===== src/rtl/apb_mr_rank_responder.sv =====
// Serialises per-rank MRW/MRR request edges into one PHY command at a time and
// returns a one-cycle per-rank done pulse MR_LATENCY cycles after acceptance.
module apb_mr_rank_responder #(
    parameter int NB_RANK    = 8,
    parameter int MR_LATENCY = 3,
    parameter int RANK_W     = (NB_RANK > 1) ? $clog2(NB_RANK) : 1
) (
    input  logic               pclk_i,
    input  logic               prst_ni,
    input  logic [NB_RANK-1:0] rank_mrw_i,
    input  logic [NB_RANK-1:0] rank_mrr_i,
    output logic [NB_RANK-1:0] mrw_done_status_o,
    output logic [NB_RANK-1:0] mrr_done_status_o,
    output logic               cmd_valid_o,
    input  logic               cmd_ready_i,
    output logic [RANK_W-1:0]  cmd_rank_o,
    output logic               cmd_is_read_o,
    output logic               busy_o
);

    typedef enum logic [1:0] {IDLE, ISSUE, WAIT, DONE} state_t;

    state_t             state;
    logic [NB_RANK-1:0] mrw_q, mrr_q;
    logic [NB_RANK-1:0] pend_mrw, pend_mrr;
    logic [NB_RANK-1:0] rise_mrw, rise_mrr;
    logic [NB_RANK-1:0] clr_mrw, clr_mrr;
    logic [NB_RANK-1:0] sel;
    logic [RANK_W-1:0]  rr_ptr, pick_rank, next_ptr;
    logic               pick_rd, found;
    logic [7:0]         cnt;
    int                 idx;

    always_comb begin
        rise_mrw = rank_mrw_i & ~mrw_q;
        rise_mrr = rank_mrr_i & ~mrr_q;
        clr_mrw  = '0;
        clr_mrr  = '0;
        if (state == DONE) begin
            if (cmd_is_read_o) clr_mrr[cmd_rank_o] = 1'b1;
            else               clr_mrw[cmd_rank_o] = 1'b1;
        end
    end

    // Writes always beat reads; within a type, search upward from rr_ptr with wrap.
    always_comb begin
        pick_rd   = ~(|pend_mrw);
        sel       = pick_rd ? pend_mrr : pend_mrw;
        pick_rank = '0;
        found     = 1'b0;
        idx       = 0;
        for (int i = 0; i < NB_RANK; i++) begin
            idx = int'(rr_ptr) + i;
            if (idx >= NB_RANK) idx = idx - NB_RANK;
            if (!found && sel[idx]) begin
                found     = 1'b1;
                pick_rank = RANK_W'(idx);
            end
        end
        next_ptr = (cmd_rank_o == RANK_W'(NB_RANK - 1)) ? '0 : cmd_rank_o + RANK_W'(1);
    end

    assign busy_o = (state != IDLE) || (|pend_mrw) || (|pend_mrr);

    always_ff @(posedge pclk_i or negedge prst_ni) begin
        if (!prst_ni) begin
            state             <= IDLE;
            mrw_q             <= '0;
            mrr_q             <= '0;
            pend_mrw          <= '0;
            pend_mrr          <= '0;
            rr_ptr            <= '0;
            cnt               <= '0;
            mrw_done_status_o <= '0;
            mrr_done_status_o <= '0;
            cmd_valid_o       <= 1'b0;
            cmd_rank_o        <= '0;
            cmd_is_read_o     <= 1'b0;
        end else begin
            mrw_q             <= rank_mrw_i;
            mrr_q             <= rank_mrr_i;
            // A fresh edge in the DONE cycle outranks the clear.
            pend_mrw          <= (pend_mrw & ~clr_mrw) | rise_mrw;
            pend_mrr          <= (pend_mrr & ~clr_mrr) | rise_mrr;
            mrw_done_status_o <= '0;
            mrr_done_status_o <= '0;
            case (state)
                IDLE: begin
                    if ((|pend_mrw) || (|pend_mrr)) begin
                        state         <= ISSUE;
                        cmd_valid_o   <= 1'b1;
                        cmd_rank_o    <= pick_rank;
                        cmd_is_read_o <= pick_rd;
                    end
                end
                ISSUE: begin
                    if (cmd_ready_i) begin
                        state       <= WAIT;
                        cmd_valid_o <= 1'b0;
                        cnt         <= 8'(MR_LATENCY);
                        rr_ptr      <= next_ptr;
                    end
                end
                WAIT: begin
                    if (cnt == 8'd1) begin
                        state <= DONE;
                        cnt   <= '0;
                        if (cmd_is_read_o) mrr_done_status_o[cmd_rank_o] <= 1'b1;
                        else               mrw_done_status_o[cmd_rank_o] <= 1'b1;
                    end else begin
                        cnt <= cnt - 8'd1;
                    end
                end
                default: state <= IDLE;
            endcase
        end
    end

endmodule

===== config.mk =====
export PLATFORM = sky130hd
export DESIGN_NAME = apb_mr_rank_responder
export DESIGN_NICKNAME = d
export VERILOG_FILES = /design/src/rtl/apb_mr_rank_responder.sv
export SDC_FILE = /design/constraint.sdc
export NUM_CORES = 1
export LEC_CHECK = 0
export CAP_MARGIN = 20
export CORE_ASPECT_RATIO = 0.75
export CORE_MARGIN = 3
export CORE_UTILIZATION = 51
export DETAILED_ROUTE_END_ITERATION = 16
export GPL_TIMING_DRIVEN = 0
export PLACE_DENSITY_LB_ADDON = 0.2
export SLEW_MARGIN = 40
export SYNTH_ARGS = -nofsm -noshare
export SYNTH_HDL_FRONTEND = slang
export SYNTH_SLANG_ARGS = --single-unit

===== constraint.sdc =====
create_clock -name pclk_i -period 3.2 [get_ports pclk_i]
set_input_delay 0.96 -clock pclk_i [delete_from_list [all_inputs] [get_ports pclk_i]]
set_output_delay 0.96 -clock pclk_i [all_outputs]
set_load 0.01 [all_outputs]

* Word level (Yosys, flattened, before mapping)
Cells that the tools add are included.
** Cells by class
- Add/subtract/negate cells :: 17
- Magnitude comparators :: 18
- Equality and inequality tests :: 8
- Multiplexer cells :: 69
- Bitwise gates (word level) :: 11
- Reductions and logical operators :: 29
** Operators with widths (count)
- $lt A32 B5 Y1 const B :: 8
- $mux W32 :: 8
- $mux W8 :: 11
- $sub A4 B4 Y5 const B :: 7
- $and A8 B8 Y8 :: 4
- $not A8 Y8 :: 4
- $ge A4 B4 Y1 const B :: 7
- $mux W3 :: 9
- $mux W1 :: 26
- $bmux W1 S3 :: 8
- $add A3 B3 Y4 const B :: 4
- $or A8 B8 Y8 :: 2
- $pmux W8 S2 :: 1
- $reduce_or A8 Y1 :: 2
- $add A3 B2 Y4 const B :: 2
- $eq A8 B1 Y1 const B :: 1
- $logic_and A1 B1 Y1 :: 8
- $sub A8 B1 Y8 const B :: 1
- $logic_not A1 Y1 :: 7
- $mux W2 :: 3
- $ne A2 B2 Y1 const B :: 3
- $pmux W2 S3 :: 1
- $reduce_and A2 Y1 :: 3
- $reduce_and A3 Y1 :: 2
- 15 further kinds :: 20
** Word-level totals
- Bits in registers :: 66
- Bits of input ports :: 19
- Output and inout port bits :: 22
- Logic and storage cells :: 164

* Logic depth before layout (Yosys ltp)
Gate-level depths: netlist of run 1.
- Depth in word-level cells :: 27
- Depth in mapped cells :: 11

* Worst setup path before layout of run 1
Ideal clock, no wire load.
- Path kind :: reg2reg
- Start :: register rr_ptr[0]
- End :: register cmd_rank_o[1]
- Arrival time :: 2.867 ns
- Slack :: 0.197 ns
- Cell stages (with the launch flop) :: 12
- Path buffers :: 2
- Path through :: dfrtp_1 > clkbuf_8 > clkinv_1 > ha_1 > clkbuf_8 > inv_1 > mux4_2 > mux2_2 > mux2i_1 > a31o_1 > a2111oi_2 > a311oi_1
** On the way
- Longest elaborated chain between the ends :: 27
- Elaborated cells on any way between the ends :: 84
- Classes of those cells :: add/sub (15); order compare (8); mux (47); reduce/logical (14)
** RTL lines
- start, declared :: RTL line 29 : logic [RANK_W-1:0] rr_ptr, pick_rank, next_ptr;
- start signal, assigned :: RTL line 101 : rr_ptr <= next_ptr;
- branches (longest 26 deep; another with $sub A4 B4 Y5)
- $mux W3 (*) :: RTL line 55 : if (!found && sel[idx]) begin
- end signal, assigned :: RTL line 92 : cmd_rank_o <= pick_rank;
- end, declared :: RTL line 16 : output logic [RANK_W-1:0] cmd_rank_o,
Every way passes the cells marked *. The select of a mux whose other input is x is not followed.
A chain may end at the register's enable or synchronous reset.

* Final worst setup path of run 1
- Start :: register pend_mrw[3]
- End :: output busy_o
** On the way
- Longest elaborated chain between the ends :: 3
** RTL lines
- start, declared :: RTL line 25 : logic [NB_RANK-1:0] pend_mrw, pend_mrr;
- start signal, assigned :: RTL line 83 : pend_mrw <= (pend_mrw & ~clr_mrw) | rise_mrw;
- $reduce_or A8 Y1 :: RTL line 63 : assign busy_o = (state != IDLE) || (|pend_mrw) || (|pend_mrr);
- $logic_or A1 B1 Y1 (2 in a row) :: RTL line 63
- end, declared :: RTL line 18 : output logic busy_o
No other way between the ends.

==> results of run 1 <==
-- flip-flops by register name, summed over array words and instances, names as in the netlist, 2 cells and up --
register           flops
mrw_done_status_o      8
pend_mrw               8
pend_mrr               8
mrr_q                  8
mrr_done_status_o      8
mrw_q                  8
cmd_rank_o             3
state                  2
rr_ptr                 3
cnt                    8
-- cell usage in the layout, fill, tap and decap left out, drive strengths merged, types with 3 or more instances in the layout --
cell type      count
dfrtp             66
o21ai             45
clkdlybuf4s50     39
nor2              36
inv               27
nand2             26
clkbuf            19
a21oi             18
buf               12
mux4              12
ha                11
mux2i             11
a21o              10
nor4b              8
nor4               7
nand2b             5
clkinv             5
xnor2              4
mux2               4
nor3               4
nand3              3
nand3b             3
-- stage by stage --
stage / utilization, % / setup WS, ps / cell area (um2)
after floorplan: - / 197 / 3680
after global placement: 61.0 / -927 / 4210
after detailed placement: 61.3 / -72.9 / 4230
after CTS: 64.4 / 60.0 / 4440
after global routing: 64.7 / 21.3 / 4460
final: 64.7 / 164 / 4460
-- power groups by stage --
| stage | combinational [mW] | sequential [mW] | clock, mW |
|---|---|---|---|
| 5_1_grt | 1.98 | 1.19 | 0.733 |
| 3_3_place_gp | 1.71 | 1.16 | 0 |
| 3_5_place_dp | 1.75 | 1.16 | 0 |
| 4_1_cts | 1.75 | 1.16 | 0.693 |
| 6_report | 1.78 | 1.17 | 0.678 |
| 2_1_floorplan | 1.30 | 1.13 | 0 |
-- final cells by class --
cell class	count	area, um2	area share (%)
multi-input cells	240	1780	39.8
flip-flops and latches	66	1650	37.1
repair buffers	45	448	10.0
plain buffers	16	154	3.45
clock buffers	9	124	2.78
well taps	98	123	2.75
inverters	28	111	2.50
clock inverters	7	70.1	1.57
-- kinds of logic after synthesis --
family                     after synthesis  synth area share [%]
and+or+nand+nor                        103                  15.1
AOI/OAI and AO/OA                       93                  15.5
DFF                                     66                  44.8
buffers and inverters                   45                  7.13
muxes                                   27                  12.3
adders and majority gates               11                  3.74
xor gates and xnor gates                 6                  1.43
-- final timing paths --
path	cells after the start	end	slack (ps)	from
max	6	busy_o	160	pend_mrw[3]$_DFF_PN0_
min	1	pend_mrw[5]$_DFF_PN0_	410	mrw_q[5]$_DFF_PN0_
max reg2reg	9	cmd_rank_o[0]$_DFFE_PN0P_	210	pend_mrw[5]$_DFF_PN0_
min in group asynchronous	1	mrw_q[2]$_DFF_PN0_	600	prst_ni
min reg2reg	1	pend_mrw[5]$_DFF_PN0_	410	mrw_q[5]$_DFF_PN0_
max in group asynchronous	2	cnt[3]$_DFFE_PN0P_	2080	prst_ni
-- layer usage --
| layer | vias up | global-route usage (%) | part of all wire [%] |
|---|---|---|---|
| met4 | 0 | 6.11 | 1.2 |
| met5 | - | 0 | 0 |
| met2 | 80 | 35.1 | 44 |
| met1 | 1407 | 32.6 | 49 |
| met3 | 14 | 5.98 | 5.3 |
| li1 | 1370 | - | - |
-- worst max-delay path, delay by kind of cell (launching register included) --
family	cells	cell delay, ps
buffers and inverters	3	750
flip-flops	1	370
AND/OR/NAND/NOR	3	610
-- what timing repair did --
item                       4_1_cts  5_1_grt
setup endpoints to repair        3        2
pin swaps                        3        0
gates resized for setup          1        5
buffers inserted                 3        1
==> flow_summary.yaml, run 1 <==
outcome:
  outcome: "finished, final reports clean"
synth:
  postSynthAreaPerCell_um2: 10.5
  yosys_warnings: 0
  yosysUniqueCellTypes: 56
  ys_ff_latch: 66
  synthTopCellsByArea: "dfrtp_1 (45%), o21ai_0 (5.7%), mux4_2 (4.9%)"
  synth.top_cell.area_share_pct: 44.8
  synth_area_leader_cell: "dfrtp_1"
  yosys-top-cells-count: "dfrtp_1 (66), o21ai_0 (42), nor2_1 (36)"
  syn_inst: 351
  synth_ff_type: "dfrtp_1"
  synth_nets: 381
  synth_area_mm2: 0.00368
  async_flop_share_pct: 100
  synth_edf_count: 0
  ys_seq_area_share_pct: 44.8
  yosysMostFrequentCell: "dfrtp_1"
critical_path:
  cp.required_ps: 2240
  arrival_ps: 2080
  worstSetupStartpointType: "register"
  cp_max_fo: 7
  critPathMaxStageDelay_ps: 480
  end_kind: "output pin"
  slowest_stage: "clkdlybuf4s50_1"
  path_class: "register to output pin"
  path_cells: "clkbuf_8 > nor4_4 > nand4_1 > inv_1 > nand2_1 > clkdlybuf4s50_1"
die:
  die_area_mm2: 0.00829
  initial_core_util_pct: 53.4
  die_w_um: 104
  rows: 26
  fp.dieH_um: 79.6
  core_area_mm2: 0.00690
  ioPinCount: 41
sta:
  fmax_mhz: 329
  layout_min_cycle_time_ps: 3040
  finalMaxSlewViolations: 0
  whs_ps: 414
  slew_headroom_pct: 62.9
  finalHoldViolations: 0
  fin_tns_setup_ps: 0
  worst_clock_skew_ps: 7.66
  fin_crit_sh_pct: 94.9
  rsz0062_at_grt: "false"
  final-setup-viol-count: 0
  max_slew.worst_pin.slew_ps: 551
flow_run:
  maxCapViolations: 0
placed_design:
  dp.cells: 490
  portBuffers: 40
  gp_congestion: 0.933
  hpwl_um: 6360
power_and_ir_drop:
  total_power_mw: 3.63
  power.switching_mw: 1.49
  p_seq_share_pct: 32.1
  p_int_mw: 2.14
  swShare_pct: 41.0
  power_density_mw_per_mm2: 814
  combPwrFrac_pct: 49.2
  ir_drop_uv: 454
  leakagePower_nw: 1.89
  clkPwrFrac_pct: 18.7
drt:
  drt_iter0_markers: 178
  avgRoutedWirePerCell_um: 16.8
  antenna_left: 0
  wl_um: 8570
  drt_first_pass_iters: 4
  drc_errors: 0
  via_count: 2871
  viasPerCell: 5.64
global_routing:
  overflow: 0
  antenna_found_initial: 0
  grt_max_degree: 43
  grt_pass1_wl_um: 14800
  grt.total_usage_pct: 22.9
  first_global_vias: 2892
cts:
  clk_pin_slew_ps: 80
  cts_buffers: 9
  htree_levels: 3
  clk_latency_ps: 340
  clock_path_buffers: 2
  cts-root-buf: "clkbuf_8"
  cts_hold_buf: 0
  cts_tree: "built"
  clkSinkCount: 66
finish:
  drive_gt1_share_pct: 15.6
  fin_nets: 436
  n_antenna_cell: 0
  area_delta_synth_final_pct: 21.0
  fillers: 557
  fin_cells: 509
min_path:
  hold_class: "register to register"
No activity file was read; power rests on OpenSTA's default activity.
==> run 2: changes to the inputs <==
--- a/config.mk
+++ b/config.mk
@@ -12,6 +12,7 @@
 export DETAILED_ROUTE_END_ITERATION = 16
 export GPL_TIMING_DRIVEN = 0
 export PLACE_DENSITY_LB_ADDON = 0.2
+export RECOVER_POWER = 100
 export SLEW_MARGIN = 40
 export SYNTH_ARGS = -nofsm -noshare
 export SYNTH_HDL_FRONTEND = slang
==> flow_summary.yaml, run 2 (synthesized netlist as in run 1, its figures left out) <==
outcome:
  outcome: "finished, violations left"
  violations: "capacitance limit, slew limit"
critical_path:
  worstSetupStartpointType: "register"
  path_cells: "clkbuf_2 > nor4_4 > nand4_1 > inv_1 > nand2_1 > clkdlybuf4s50_1"
  path_class: "register to output pin"
  path_delay_family: "buffers and inverters"
  cp.required_ps: 2240
  cp_max_fo: 7
  arrival_ps: 2120
  critPathMaxStageDelay_ps: 480
  end_kind: "output pin"
  r2r_slack_ps: 200
  slowest_stage: "clkdlybuf4s50_1"
  critPathBufInv: 3
die:
  die_area_mm2: 0.00829
  rows: 26
  initial_core_util_pct: 53.4
  fp.dieH_um: 79.6
  ioPinCount: 41
  die_w_um: 104
  core_area_mm2: 0.00690
drt:
  antenna_left: 0
  drt_iter0_markers: 153
  avgRoutedWirePerCell_um: 16.7
  drc_errors: 0
  viasPerCell: 5.71
  wl_um: 8520
  via_count: 2906
  drt_first_pass_iters: 5
finish:
  multi_input_area_mm2: 0.00178
  layout_common_cells: "dfrtp_1 (65), o21ai_0 (42), dlygate4sd3_1 (38), nor2_1 (36)"
  regArea_mm2: 0.00165
  fin_cells: 509
  fillers: 562
  area_delta_synth_final_pct: 20.6
  drive_gt1_share_pct: 15.1
  n_antenna_cell: 0
  final_common_cell: "dfrtp_1"
  fin_nets: 436
  finalInstanceArea_mm2: 0.00444
  final_util_pct: 64.4
global_routing:
  first_global_vias: 2892
  grt_pass1_wl_um: 14800
  grt_max_degree: 43
  grt.total_usage_pct: 22.9
  overflow: 0
  antenna_found_initial: 0
power_and_ir_drop:
  swShare_pct: 41.3
  leakagePower_nw: 1.94
  ir_drop_uv: 453
  total_power_mw: 3.60
  power.switching_mw: 1.49
  p_seq_share_pct: 32.3
  combPwrFrac_pct: 48.9
  p_int_mw: 2.12
  clkPwrFrac_pct: 18.8
  power_density_mw_per_mm2: 810
sta:
  setup_ws_ps: 120
  slew_headroom_pct: -48.8
  fin_tns_setup_ps: 0
  rsz0062_at_grt: "false"
  worst_clock_skew_ps: 7.30
  fmax_mhz: 325
  layout_min_cycle_time_ps: 3080
  final-setup-viol-count: 0
  whs_ps: 415
  finalHoldViolations: 0
  finalMaxSlewViolations: 42
  fin_crit_sh_pct: 96.3
  max_slew.worst_pin.slew_ps: 2230
placed_design:
  post-place-ws_ps: -72.9
  portBuffers: 40
  gp_congestion: 0.933
  placedInstanceArea_mm2: 0.00423
  hpwl_um: 6360
  dp.cells: 490
cts:
  clkSinkCount: 66
  cts_tree: "built"
  cts_hold_buf: 0
  clock_path_buffers: 2
  htree_levels: 3
  clk_latency_ps: 350
  clk_pin_slew_ps: 80
  cts-root-buf: "clkbuf_8"
  cts_buffers: 9
min_path:
  hold_class: "register to register"
flow_run:
  maxCapViolations: 1
==> run 2: cell types whose count changed in the layout (fill, tap and decap cells not counted), sizes merged <==
cell,change
buf,-2
clkbuf,+2
clkdlybuf4s50,-38
dlygate4sd3,+38
==> run 2: layout make-up <==
| cell class | instances | share of cell area [%] |
|---|---|---|
| multi-input combinational | 240 | 40.0 |
| clock inverter | 7 | 1.58 |
| inverter | 28 | 2.51 |
| timing repair buffer | 45 | 9.91 |
| sequential | 66 | 37.2 |
| clock buffer | 9 | 2.79 |
| buffer | 16 | 3.27 |
| tap | 98 | 2.76 |
==> run 2: timing repair <==
| item | CTS | global route |
|---|---|---|
| endpoints found under the setup margin | 3 | 2 |
| endpoints found under the hold margin | 0 | 0 |
| buffers inserted | 3 | 1 |
| resized for setup | 1 | 5 |
| pin swaps | 3 | 0 |
==> run 2: worst register-to-register path: cells and delay by family, from the launching register on <==
| family | cells | cell delay (ps) |
|---|---|---|
| flip-flops | 1 | 470 |
| buffers and inverters | 3 | 480 |
| adder cells (fa/ha/maj) | 1 | 260 |
| multiplexers | 3 | 1010 |
| AO/OA/AOI/OAI | 3 | 650 |
==> run 2: power groups by stage <==
stage               clock, mW  sequential [mW]  combinational, mW
floorplan                   0             1.13               1.30
global placement            0             1.16               1.71
detailed placement          0             1.16               1.75
CTS                     0.693             1.16               1.75
global route            0.733             1.19               1.95
finish                  0.676             1.16               1.76
==> run 2: final timing paths <==
path | endpoint | from | cells after the start
worst max-delay path | busy_o | pend_mrw[3]$_DFF_PN0_ | 6
max in group asynchronous | rr_ptr[1]$_DFFE_PN0P_ | prst_ni | 1
worst max register to register | cmd_rank_o[1]$_DFFE_PN0P_ | rr_ptr[1]$_DFFE_PN0P_ | 10
worst min-delay path | pend_mrw[5]$_DFF_PN0_ | mrw_q[5]$_DFF_PN0_ | 1
worst min register to register | pend_mrw[5]$_DFF_PN0_ | mrw_q[5]$_DFF_PN0_ | 1
min in group asynchronous | mrr_done_status_o[7]$_DFF_PN0_ | prst_ni | 1
==> run 2: layer usage <==
| layer | vias to the layer above | GRT usage, % | wire length [um] |
|---|---|---|---|
| met2 | 97 | 35.1 | 3800 |
| met1 | 1429 | 32.6 | 4090 |
| li1 | 1368 | - | - |
| met5 | - | 0 | 0 |
| met4 | 0 | 6.11 | 91 |
| met3 | 12 | 5.98 | 548 |
